**config.mk**
```make
export PLATFORM = sky130hd
export DESIGN_NAME = seg7_scan_ctrl_flat
export DESIGN_NICKNAME = d
export VERILOG_FILES = /design/src/rtl/display_pkg.sv /design/src/rtl/seg7_scan_ctrl_if.sv /design/src/rtl/decoder_bin2hex.sv /design/src/rtl/seg7_scan_ctrl.sv /design/src/flat_wrapper.sv
export SDC_FILE = /design/constraint.sdc
export NUM_CORES = 1
export LEC_CHECK = 0
export ABC_AREA = 1
export ABC_CLOCK_PERIOD_IN_PS = 2100
export BUFFER_PORTS_ARGS = -buffer_cell sky130_fd_sc_hd__buf_2
export CAP_MARGIN = 40
export CORE_AREA = 2 2 106 108
export DETAILED_ROUTE_END_ITERATION = 12
export DIE_AREA = 0 0 108 110
export GPL_TIMING_DRIVEN = 0
export PLACE_DENSITY = 0.59
export SLEW_MARGIN = 10
export SYNTH_ARGS = -nofsm -noshare
export SYNTH_HDL_FRONTEND = slang
export SYNTH_HIERARCHICAL = 1
export SYNTH_SLANG_ARGS = --single-unit
```
**constraint.sdc**
```tcl
create_clock -name clk -period 2.1 [get_ports clk]
set_input_delay 0.21 -clock clk [delete_from_list [all_inputs] [get_ports clk]]
set_output_delay 0.21 -clock clk [all_outputs]
set_load 0.01 [all_outputs]
```
**src/rtl/display_pkg.sv**
```systemverilog
// Shared types and constants for the seven-segment scan controller.
package display_pkg;

  typedef enum logic [1:0] {
    ST_OFF   = 2'd0,
    ST_BLANK = 2'd1,
    ST_SHOW  = 2'd2
  } state_t;

  // Active-low segment pattern with every segment dark.
  localparam logic [6:0] SEG_OFF = 7'h7F;

  // Bits needed to count up to the larger of the two slot durations.
  function automatic int cnt_width(input int a, input int b);
    int m;
    m = (a > b) ? a : b;
    return (m > 1) ? $clog2(m) : 1;
  endfunction

endpackage

```
**src/rtl/seg7_scan_ctrl_if.sv**
```systemverilog
// Display value offer channel: hex nibbles plus decimal points, valid/ready.
interface seg7_scan_ctrl_if #(
  parameter int NUM_DIGITS = 4
);
  logic [4*NUM_DIGITS-1:0] value_in;
  logic [NUM_DIGITS-1:0]   dp_in;
  logic                    value_valid;
  logic                    value_ready;

  modport master (output value_in, output dp_in, output value_valid, input value_ready);
  modport slave  (input value_in, input dp_in, input value_valid, output value_ready);
endinterface

```
**src/rtl/decoder_bin2hex.sv**
```systemverilog
// Hex nibble to active-low seven-segment pattern; bit 6 = a ... bit 0 = g.
module decoder_bin2hex
  import display_pkg::*;
(
  input  logic [3:0] nibble,
  output logic [6:0] seg_n
);

  // Common-anode lookup: a 0 bit lights the segment.
  always_comb begin
    seg_n = SEG_OFF;
    unique case (nibble)
      4'h0: seg_n = ~7'h7E;
      4'h1: seg_n = ~7'h30;
      4'h2: seg_n = ~7'h6D;
      4'h3: seg_n = ~7'h79;
      4'h4: seg_n = ~7'h33;
      4'h5: seg_n = ~7'h5B;
      4'h6: seg_n = ~7'h5F;
      4'h7: seg_n = ~7'h70;
      4'h8: seg_n = ~7'h7F;
      4'h9: seg_n = ~7'h7B;
      4'hA: seg_n = ~7'h77;
      4'hB: seg_n = ~7'h1F;
      4'hC: seg_n = ~7'h4E;
      4'hD: seg_n = ~7'h3D;
      4'hE: seg_n = ~7'h4F;
      4'hF: seg_n = ~7'h47;
      default: seg_n = SEG_OFF;
    endcase
  end

endmodule

```
**src/rtl/seg7_scan_ctrl.sv**
```systemverilog
// Time-multiplexed scan controller for a common-anode seven-segment display.
//
// state  | meaning
// -------+-----------------------------------------------------------
// OFF    | display dark, counter held at 0, pending values commit here
// BLANK  | all anodes off for BLANK_CYC cycles ahead of a digit
// SHOW   | anode of digit idx driven for ON_CYC cycles
module seg7_scan_ctrl
  import display_pkg::*;
#(
  parameter int NUM_DIGITS = 4,
  parameter int ON_CYC     = 100000,
  parameter int BLANK_CYC  = 16
) (
  input  logic                  clk,
  input  logic                  rst,
  input  logic                  enable,
  input  logic                  lz_blank_en,
  seg7_scan_ctrl_if.slave       bus,
  output logic [6:0]            seg_n,
  output logic                  dp_n,
  output logic [NUM_DIGITS-1:0] an_n,
  output logic                  frame_tick
);

  localparam int CW = cnt_width(ON_CYC, BLANK_CYC);
  localparam int IW = $clog2(NUM_DIGITS);
  localparam logic [CW-1:0] ON_LAST    = CW'(ON_CYC - 1);
  localparam logic [CW-1:0] BLANK_LAST = CW'(BLANK_CYC - 1);
  localparam logic [IW-1:0] IDX_LAST   = IW'(NUM_DIGITS - 1);

  state_t                  state_q, state_d;
  logic [CW-1:0]           cnt_q, cnt_d;
  logic [IW-1:0]           idx_q, idx_d;
  logic                    wrap;

  logic [4*NUM_DIGITS-1:0] shadow_val, active_val;
  logic [NUM_DIGITS-1:0]   shadow_dp, active_dp;
  logic                    pending, ready_q;
  logic                    xfer, commit;

  logic [NUM_DIGITS-1:0]   lz_zero;
  logic                    digit_blank;
  logic [3:0]              nibble;
  logic [6:0]              dec_seg_n;

  assign bus.value_ready = ready_q;
  assign xfer   = bus.value_valid & ready_q;
  // Commit only at a frame boundary so a value never tears mid-scan.
  assign commit = pending & (wrap | (state_q == ST_OFF));

  // State, slot counter and digit index registers.
  always_ff @(posedge clk) begin
    if (rst) begin
      state_q <= ST_OFF;
      cnt_q   <= '0;
      idx_q   <= '0;
    end else begin
      state_q <= state_d;
      cnt_q   <= cnt_d;
      idx_q   <= idx_d;
    end
  end

  // Next-state, counter terminal compares and frame wrap detection.
  always_comb begin
    state_d = state_q;
    cnt_d   = cnt_q;
    idx_d   = idx_q;
    wrap    = 1'b0;
    if (!enable) begin
      state_d = ST_OFF;
      cnt_d   = '0;
      idx_d   = '0;
    end else begin
      unique case (state_q)
        ST_OFF: begin
          state_d = ST_BLANK;
          cnt_d   = '0;
          idx_d   = '0;
        end
        ST_BLANK: begin
          if (cnt_q == BLANK_LAST) begin
            state_d = ST_SHOW;
            cnt_d   = '0;
          end else begin
            cnt_d = cnt_q + CW'(1);
          end
        end
        ST_SHOW: begin
          if (cnt_q == ON_LAST) begin
            state_d = ST_BLANK;
            cnt_d   = '0;
            if (idx_q == IDX_LAST) begin
              idx_d = '0;
              wrap  = 1'b1;
            end else begin
              idx_d = idx_q + IW'(1);
            end
          end else begin
            cnt_d = cnt_q + CW'(1);
          end
        end
        default: begin
          state_d = ST_OFF;
          cnt_d   = '0;
          idx_d   = '0;
        end
      endcase
    end
  end

  // Shadow capture on transfer, shadow-to-active commit, and the ready flag.
  always_ff @(posedge clk) begin
    if (rst) begin
      shadow_val <= '0;
      shadow_dp  <= '0;
      active_val <= '0;
      active_dp  <= '0;
      pending    <= 1'b0;
      ready_q    <= 1'b1;
    end else begin
      if (xfer) begin
        shadow_val <= bus.value_in;
        shadow_dp  <= bus.dp_in;
      end
      if (commit) begin
        active_val <= shadow_val;
        active_dp  <= shadow_dp;
      end
      if (xfer)        pending <= 1'b1;
      else if (commit) pending <= 1'b0;
      // Ready returns one cycle after the commit has cleared pending.
      if (xfer)          ready_q <= 1'b0;
      else if (!pending) ready_q <= 1'b1;
    end
  end

  // A digit is a leading zero when it and every digit above it are zero.
  always_comb begin
    lz_zero = '0;
    lz_zero[NUM_DIGITS-1] = (active_val[4*(NUM_DIGITS-1) +: 4] == 4'h0);
    for (int i = NUM_DIGITS - 2; i >= 0; i--) begin
      lz_zero[i] = lz_zero[i+1] & (active_val[4*i +: 4] == 4'h0);
    end
  end

  assign digit_blank = lz_blank_en & (idx_q != '0) & lz_zero[idx_q];
  assign nibble      = active_val[4*int'(idx_q) +: 4];

  decoder_bin2hex u_dec (
    .nibble (nibble),
    .seg_n  (dec_seg_n)
  );

  // Registered pins; blanked digits keep their anode and decimal point.
  always_ff @(posedge clk) begin
    if (rst) begin
      seg_n      <= SEG_OFF;
      dp_n       <= 1'b1;
      an_n       <= '1;
      frame_tick <= 1'b0;
    end else begin
      frame_tick <= wrap;
      if (state_q == ST_SHOW) begin
        seg_n <= digit_blank ? SEG_OFF : dec_seg_n;
        dp_n  <= ~active_dp[idx_q];
        an_n  <= ~(NUM_DIGITS'(1) << idx_q);
      end else begin
        seg_n <= SEG_OFF;
        dp_n  <= 1'b1;
        an_n  <= '1;
      end
    end
  end

endmodule
```
**src/flat_wrapper.sv**
```systemverilog
// flat-port wrapper written by rule: the top's interface ports become plain ports
module seg7_scan_ctrl_flat import display_pkg::*;
#(
  parameter int NUM_DIGITS = 4,
  parameter int ON_CYC     = 100000,
  parameter int BLANK_CYC  = 16
)
  (clk, rst, enable, lz_blank_en, seg_n, dp_n, an_n, frame_tick, bus_value_in, bus_dp_in, bus_value_valid, bus_value_ready);
  seg7_scan_ctrl_if #(.NUM_DIGITS(NUM_DIGITS)) bus_i ();
  input  logic clk;
  input  logic rst;
  input  logic enable;
  input  logic lz_blank_en;
  output logic [6:0] seg_n;
  output logic dp_n;
  output logic [NUM_DIGITS-1:0] an_n;
  output logic frame_tick;
  input wire logic [$bits(bus_i.value_in)-1:0] bus_value_in;
  input wire logic [$bits(bus_i.dp_in)-1:0] bus_dp_in;
  input wire logic [$bits(bus_i.value_valid)-1:0] bus_value_valid;
  output wire logic [$bits(bus_i.value_ready)-1:0] bus_value_ready;
  assign bus_i.value_in = bus_value_in;
  assign bus_i.dp_in = bus_dp_in;
  assign bus_i.value_valid = bus_value_valid;
  assign bus_value_ready = bus_i.value_ready;
  seg7_scan_ctrl #(.NUM_DIGITS(NUM_DIGITS), .ON_CYC(ON_CYC), .BLANK_CYC(BLANK_CYC)) u_core (.clk(clk), .rst(rst), .enable(enable), .lz_blank_en(lz_blank_en), .bus(bus_i), .seg_n(seg_n), .dp_n(dp_n), .an_n(an_n), .frame_tick(frame_tick));
endmodule
```
==> results of run 1 <==
==> synth_stat cells <==
cell type,count
a21oi_1,49
buf_1,4
buf_12,1
buf_2,2
buf_6,5
clkbuf_1,12
clkinv_1,1
dfxtp_1,76
ha_1,16
inv_1,56
inv_2,2
nand2_1,82
nand2_2,3
nand2_4,3
nand3_1,43
nand3_2,1
nand3_4,1
nand3b_1,8
nand4_1,3
nand4_4,1
nor2_1,59
nor2_2,11
nor2_4,1
nor3_1,5
nor3_2,1
o21ai_0,40
o21ai_1,1
o21ai_2,1
o22ai_1,1
xnor2_1,4
xor2_1,7
==> what timing repair did <==
item                       4_1_cts  5_1_grt
gates resized for setup          6       12
setup endpoints to repair        7        7
setup buffers                    2        1
pin swaps                        2        2
==> power groups by stage <==
stage	sequential [mW]	combinational (mW)	clock (mW)
floorplan	1.57	0.304	0
global placement	1.58	0.391	0
detailed placement	1.58	0.400	0
CTS	1.54	0.407	1.15
global route	1.55	0.476	1.21
finish	1.55	0.411	1.11
==> sequential cells by signal, summed over array words and instances (netlist names), 4 cells and up <==
name               count
u_core/shadow_val     16
u_core/an_n            4
u_core/active_val     16
u_core/seg_n           7
u_core/shadow_dp       4
u_core/active_dp       4
u_core/cnt_q          17
==> routing by layer <==
layer | wire length, microns | vias to the layer above
met3 | 296 | 14
li1 | - | 1701
met5 | 0 | -
met1 | 3741 | 1388
met2 | 3464 | 67
met4 | 179 | 0
==> final timing paths <==
path,startpoint,to,slack [ps],cells past startpoint
worst max-delay path,u_core/idx_q[0]$_SDFFE_PP0P_,u_core/seg_n[3]$_SDFF_PP1_,160,11
worst max register to register,u_core/idx_q[0]$_SDFFE_PP0P_,u_core/seg_n[3]$_SDFF_PP1_,160,11
worst min register to register,u_core/cnt_q[0]$_SDFF_PP0_,u_core/cnt_q[0]$_SDFF_PP0_,450,1
worst min-delay path,rst,u_core/pending$_SDFFE_PP0P_,110,2
==> cells in the final DEF (no fill, tap or decap), drive strengths merged, types with 4 or more instances in the layout <==
master	count
nand2	88
ha	16
clkbuf	24
a21oi	49
nand4	4
dfxtp	76
nor3	6
nand3	45
xor2	7
inv	59
nor2	71
xnor2	4
nand3b	8
buf	54
o21ai	42
==> stage by stage <==
| step | std cells | power (mW) |
|---|---|---|
| 4_1_cts | 696 | 3.099 |
| 3_5_place_dp | 678 | 1.979 |
| 5_1_grt | 697 | 3.242 |
| 2_1_floorplan | 500 | 1.873 |
| 3_3_place_gp | 678 | 1.967 |
| 6_report | 697 | 3.066 |
==> final cells by class <==
type	instances	area, sq um
timing repair buffer	41	212.7
inverter	59	226.5
clock inverter	3	46.29
tap	140	175.2
clock buffer	13	148.9
buffer	24	160.2
fill	1138	6395
sequential	76	1521
multi-input combinational	341	1812
==> logic make-up after synthesis <==
logic type / Yosys count / share of synthesized area
xor+xnor: 11 / 0.02610
fa+ha+maj: 16 / 0.05424
simple gates: 222 / 0.2817
buf+inv: 83 / 0.09966
flops: 76 / 0.4122
compound gates: 92 / 0.1261
==> results_dict.tcl, run 1 <==
set metrics [dict create \
    status "finished clean" \
    firstDrtPassIters 4 \
    cp_max_fo 11 \
    initial_core_util 0.3450 \
    drtIter0Drc 119 \
    fin_area_sq_um 4303 \
    grt_pass1_wl_microns 13320 \
    min_period_ps 1937 \
    maxCapViolations 0 \
    cts_tree "yes" \
    cts_made_buffers 9 \
    gp_congestion 0.8391 \
    finalSetupViolations 0 \
    yosysWarnings 6 \
    arrival_ps 2160 \
    grt_use_met1 0.1792 \
    placed_cell_area_sq_um 4060 \
    drive_gt1_frac 0.1706 \
    hold_violations 0 \
    synth_top_area_share 0.4122 \
    p_seq_frac 0.504 \
    skew_ps 7.492 \
    dp_hpwl_microns 5936 \
    cp-end-kind "flop" \
    netlist_top_cells_area "dfxtp_1, nand2_1, a21oi_1" \
    ys_seq_area_frac 0.4122 \
    synth_nets 541 \
    die_x_microns 108 \
    p_leak_nw 1.755 \
    drt-total-wl_microns 7682 \
    hold_class "in -> reg" \
    netlist-cell-type-count 31 \
    pin_count 39 \
    clock_sinks 76 \
    overflow 0 \
    clock_latency_ps 350 \
    crit_path_max_incr_delay_ps 330 \
    hold_ws_ps 112.1 \
    criticalPathCategory "reg -> reg" \
    ant_nets 0 \
    antenna_found_initial 0 \
    required_ps 2320 \
    powerDensity_nw_per_um2 712.6 \
    slowest_stage "dfxtp_1" \
    use_met2 0.2305 \
    rsz0062_at_grt "false" \
    grt_pass1_vias 2987 \
    switching_share 0.2622 \
    worstMarginPinSlew_ps 447.0 \
    maxSlewViolCount 0 \
    fin_util 0.4022 \
    synth_largest_area_cell "dfxtp_1" \
    grtUsageTotal 0.1419 \
    port-buffer-count 38 \
    nNetsFinal 593 \
    wl_per_cell_microns 11.02 \
    fp.dieArea_sq_um 11880 \
    critical_path.cell_chain "buf_4 > inv_6 > buf_6 > o21ai_0 > o21ai_2 > inv_2 > ha_1 > nand2_1 > nand3_1 > nand2_1 > nand3b_1" \
    p_int_mw 2.262 \
    setup_slack_ps 162.9 \
    cts_buffer_depth 2 \
    synth_cells 500 \
    ys_ff_latch 76 \
    busiest_layer "met2" \
    viasPerCell 4.548 \
    row_count 38 \
    cpLargestDelayFamily "buffers and inverters" \
    n_antenna_cell 0 \
    p_clk_frac 0.362 \
    relSlewSlack 0.6988 \
    coreArea_sq_um 10700 \
    dr_total_vias 3170 \
    cts_root_buf "clkbuf_8" \
    postCtsHoldBufs 0 \
    fmax_mhz 516.2 \
    grtUsageMet3 0.02704 \
    die_h_microns 110 \
    critPathLaunchType "flop" \
    grt_max_degree 13 \
    combinationalPowerShare 0.134 \
    clkSlewWorstSetupHoldPaths_ps 80 \
    post-route-period-util 0.9224 \
    cp.buffers_inverters 4 \
    synth_area_per_cell_sq_um 7.382 \
    tns_ps 0 \
    cts_htree_levels 3 \
    ir_drop_mv 0.4134 \
    area_growth_pct 16.58 \
    syn_area_sq_um 3691 \
    post-route-drc-count 0 \
    crit_path_frequent_cell "nand2_1" \
    p_sw_mw 0.8038 \
    place_ws_ps -306.1 \
]
(Power assumes the default switching activity.)
==> run 2, diff against run 1 <==
Settings changed: ABC_CLOCK_PERIOD_IN_PS 2100 to 1600, RECOVER_POWER from default to 100.
Clock period 2.1 ns to 1.6 ns, I/O delays scaled along.
==> results_dict.tcl, run 2 (synthesis results as in run 1) <==
set metrics [dict create \
    status "complete, but fails checks" \
    violations "setup timing" \
    hold_class "in -> reg" \
    post-route-period-util 1.062 \
    critPathLaunchType "flop" \
    gp_congestion 0.8544 \
    cts_buffer_depth 2 \
    hold_ws_ps 64.76 \
    initial_core_util 0.3450 \
    cts_htree_levels 3 \
    die_h_microns 110 \
    fin_area_sq_um 4770 \
    grtUsageTotal 0.1410 \
    top_register "u_core/cnt_q" \
    dp_hpwl_microns 5816 \
    required_ps 1840 \
    cts_tree "yes" \
    cts_root_buf "clkbuf_8" \
    grt_pass1_vias 3068 \
    layout_common_cells "nand2_1, dfxtp_1, nor2_1, inv_1, a21oi_1" \
    row_count 38 \
    port-buffer-count 38 \
    largest_register_ffs 17 \
    dpl.cell_count 678 \
    relSlewSlack 0.5615 \
    final_common_cell "nand2_1" \
    fmax_mhz 588.6 \
    finalSetupViolations 27 \
    drt-total-wl_microns 8071 \
    viasPerCell 4.634 \
    criticalPathCategory "reg -> reg" \
    hold_violations 0 \
    overflow 0 \
    fp.dieArea_sq_um 11880 \
    area_growth_pct 29.22 \
    dr_total_vias 3281 \
    finalNonFillerCells 708 \
    cp_max_fo 8 \
    antenna_found_initial 0 \
    grt_max_degree 14 \
    drtIter0Drc 101 \
    reg_top3 "u_core/cnt_q: 17 flops, u_core/active_val: 16 flops, u_core/shadow_val: 16 flops" \
    postCtsHoldBufs 0 \
    ant_nets 0 \
    clkSlewWorstSetupHoldPaths_ps 80 \
    rsz0062_at_grt "true" \
    n_antenna_cell 0 \
    cts_made_buffers 9 \
    reg2reg_slack_ps -100 \
    place_ws_ps -352.9 \
    drive_gt1_frac 0.2799 \
    cp-end-kind "flop" \
    worstMarginPinSlew_ps 657.7 \
    placed_cell_area_sq_um 4110 \
    clock_sinks 76 \
    post-route-drc-count 0 \
    p_leak_nw 1.891 \
    maxSlewViolCount 0 \
    ir_drop_mv 0.5038 \
    skew_ps 14.07 \
    wl_per_cell_microns 11.40 \
    tns_ps -1052 \
    pin_count 39 \
    maxCapViolations 0 \
    setup_slack_ps -98.96 \
    arrival_ps 1940 \
    coreArea_sq_um 10700 \
    firstDrtPassIters 4 \
    nNetsFinal 604 \
    die_x_microns 108 \
    min_period_ps 1699 \
    powerDensity_nw_per_um2 906.3 \
    grt_pass1_wl_microns 13360 \
    clock_latency_ps 360 \
]
-- run 2: per-layer routing --
| layer | routed length, microns | vias to the layer above | global-route usage |
|---|---|---|---|
| li1 | - | 1734 | - |
| met1 | 3829 | 1467 | 0.1724 |
| met2 | 3751 | 69 | 0.2412 |
| met3 | 374 | 11 | 0.03410 |
| met4 | 116 | 0 | 0.05311 |
| met5 | 0 | - | 0 |
-- run 2: worst paths after layout --
path / cells past startpoint / startpoint / end
min reg2reg: 1 / u_core/cnt_q[0]$_SDFF_PP0_ / u_core/cnt_q[0]$_SDFF_PP0_
max reg2reg: 11 / u_core/idx_q[0]$_SDFFE_PP0P_ / u_core/seg_n[1]$_SDFF_PP1_
max: 11 / u_core/idx_q[0]$_SDFFE_PP0P_ / u_core/seg_n[1]$_SDFF_PP1_
min: 2 / rst / u_core/pending$_SDFFE_PP0P_
-- run 2: area by class of cell --
class,instances,area [sq um]
Fill cell,1116,5928
Multi-Input combinational cell,341,2086
Sequential cell,76,1543
Timing Repair Buffer,52,304.0
Inverter,59,241.5
Buffer,24,195.2
Tap cell,140,175.2
Clock buffer,11,141.4
Clock inverter,5,83.83
-- run 2: worst max-delay path, cell delays in order, from the launching register on --
cell and delay, ps:
dfxtp_2 340, buf_6 130, clkinv_8 80, clkbuf_16 170, o21ai_4 140, o21ai_4 100
ha_1 230, nand2_2 90, o21ai_1 60, nand2_1 70, nand2_1 40, nand3b_1 140
-- run 2: per-stage QoR --
| stage | util | total power, mW |
|---|---|---|
| after floorplan | - | 2.469 |
| after CTS | 0.4288 | 4.305 |
| final | 0.4458 | 4.323 |
| after global routing | 0.4458 | 4.525 |
| after global placement | 0.3842 | 2.596 |
| after detailed placement | 0.3842 | 2.608 |
-- run 2: report_power, final --
part / switching (mW) / internal [mW]
sequential: 0.0522 / 1.98
combinational: 0.372 / 0.261
clock: 0.732 / 0.927
total: 1.16 / 3.17
-- run 2: timing repair --
item	CTS	global route
gates resized for setup	36	60
pin swaps	6	11
cloned	1	2
setup endpoints to repair	44	45
buffers inserted	8	3
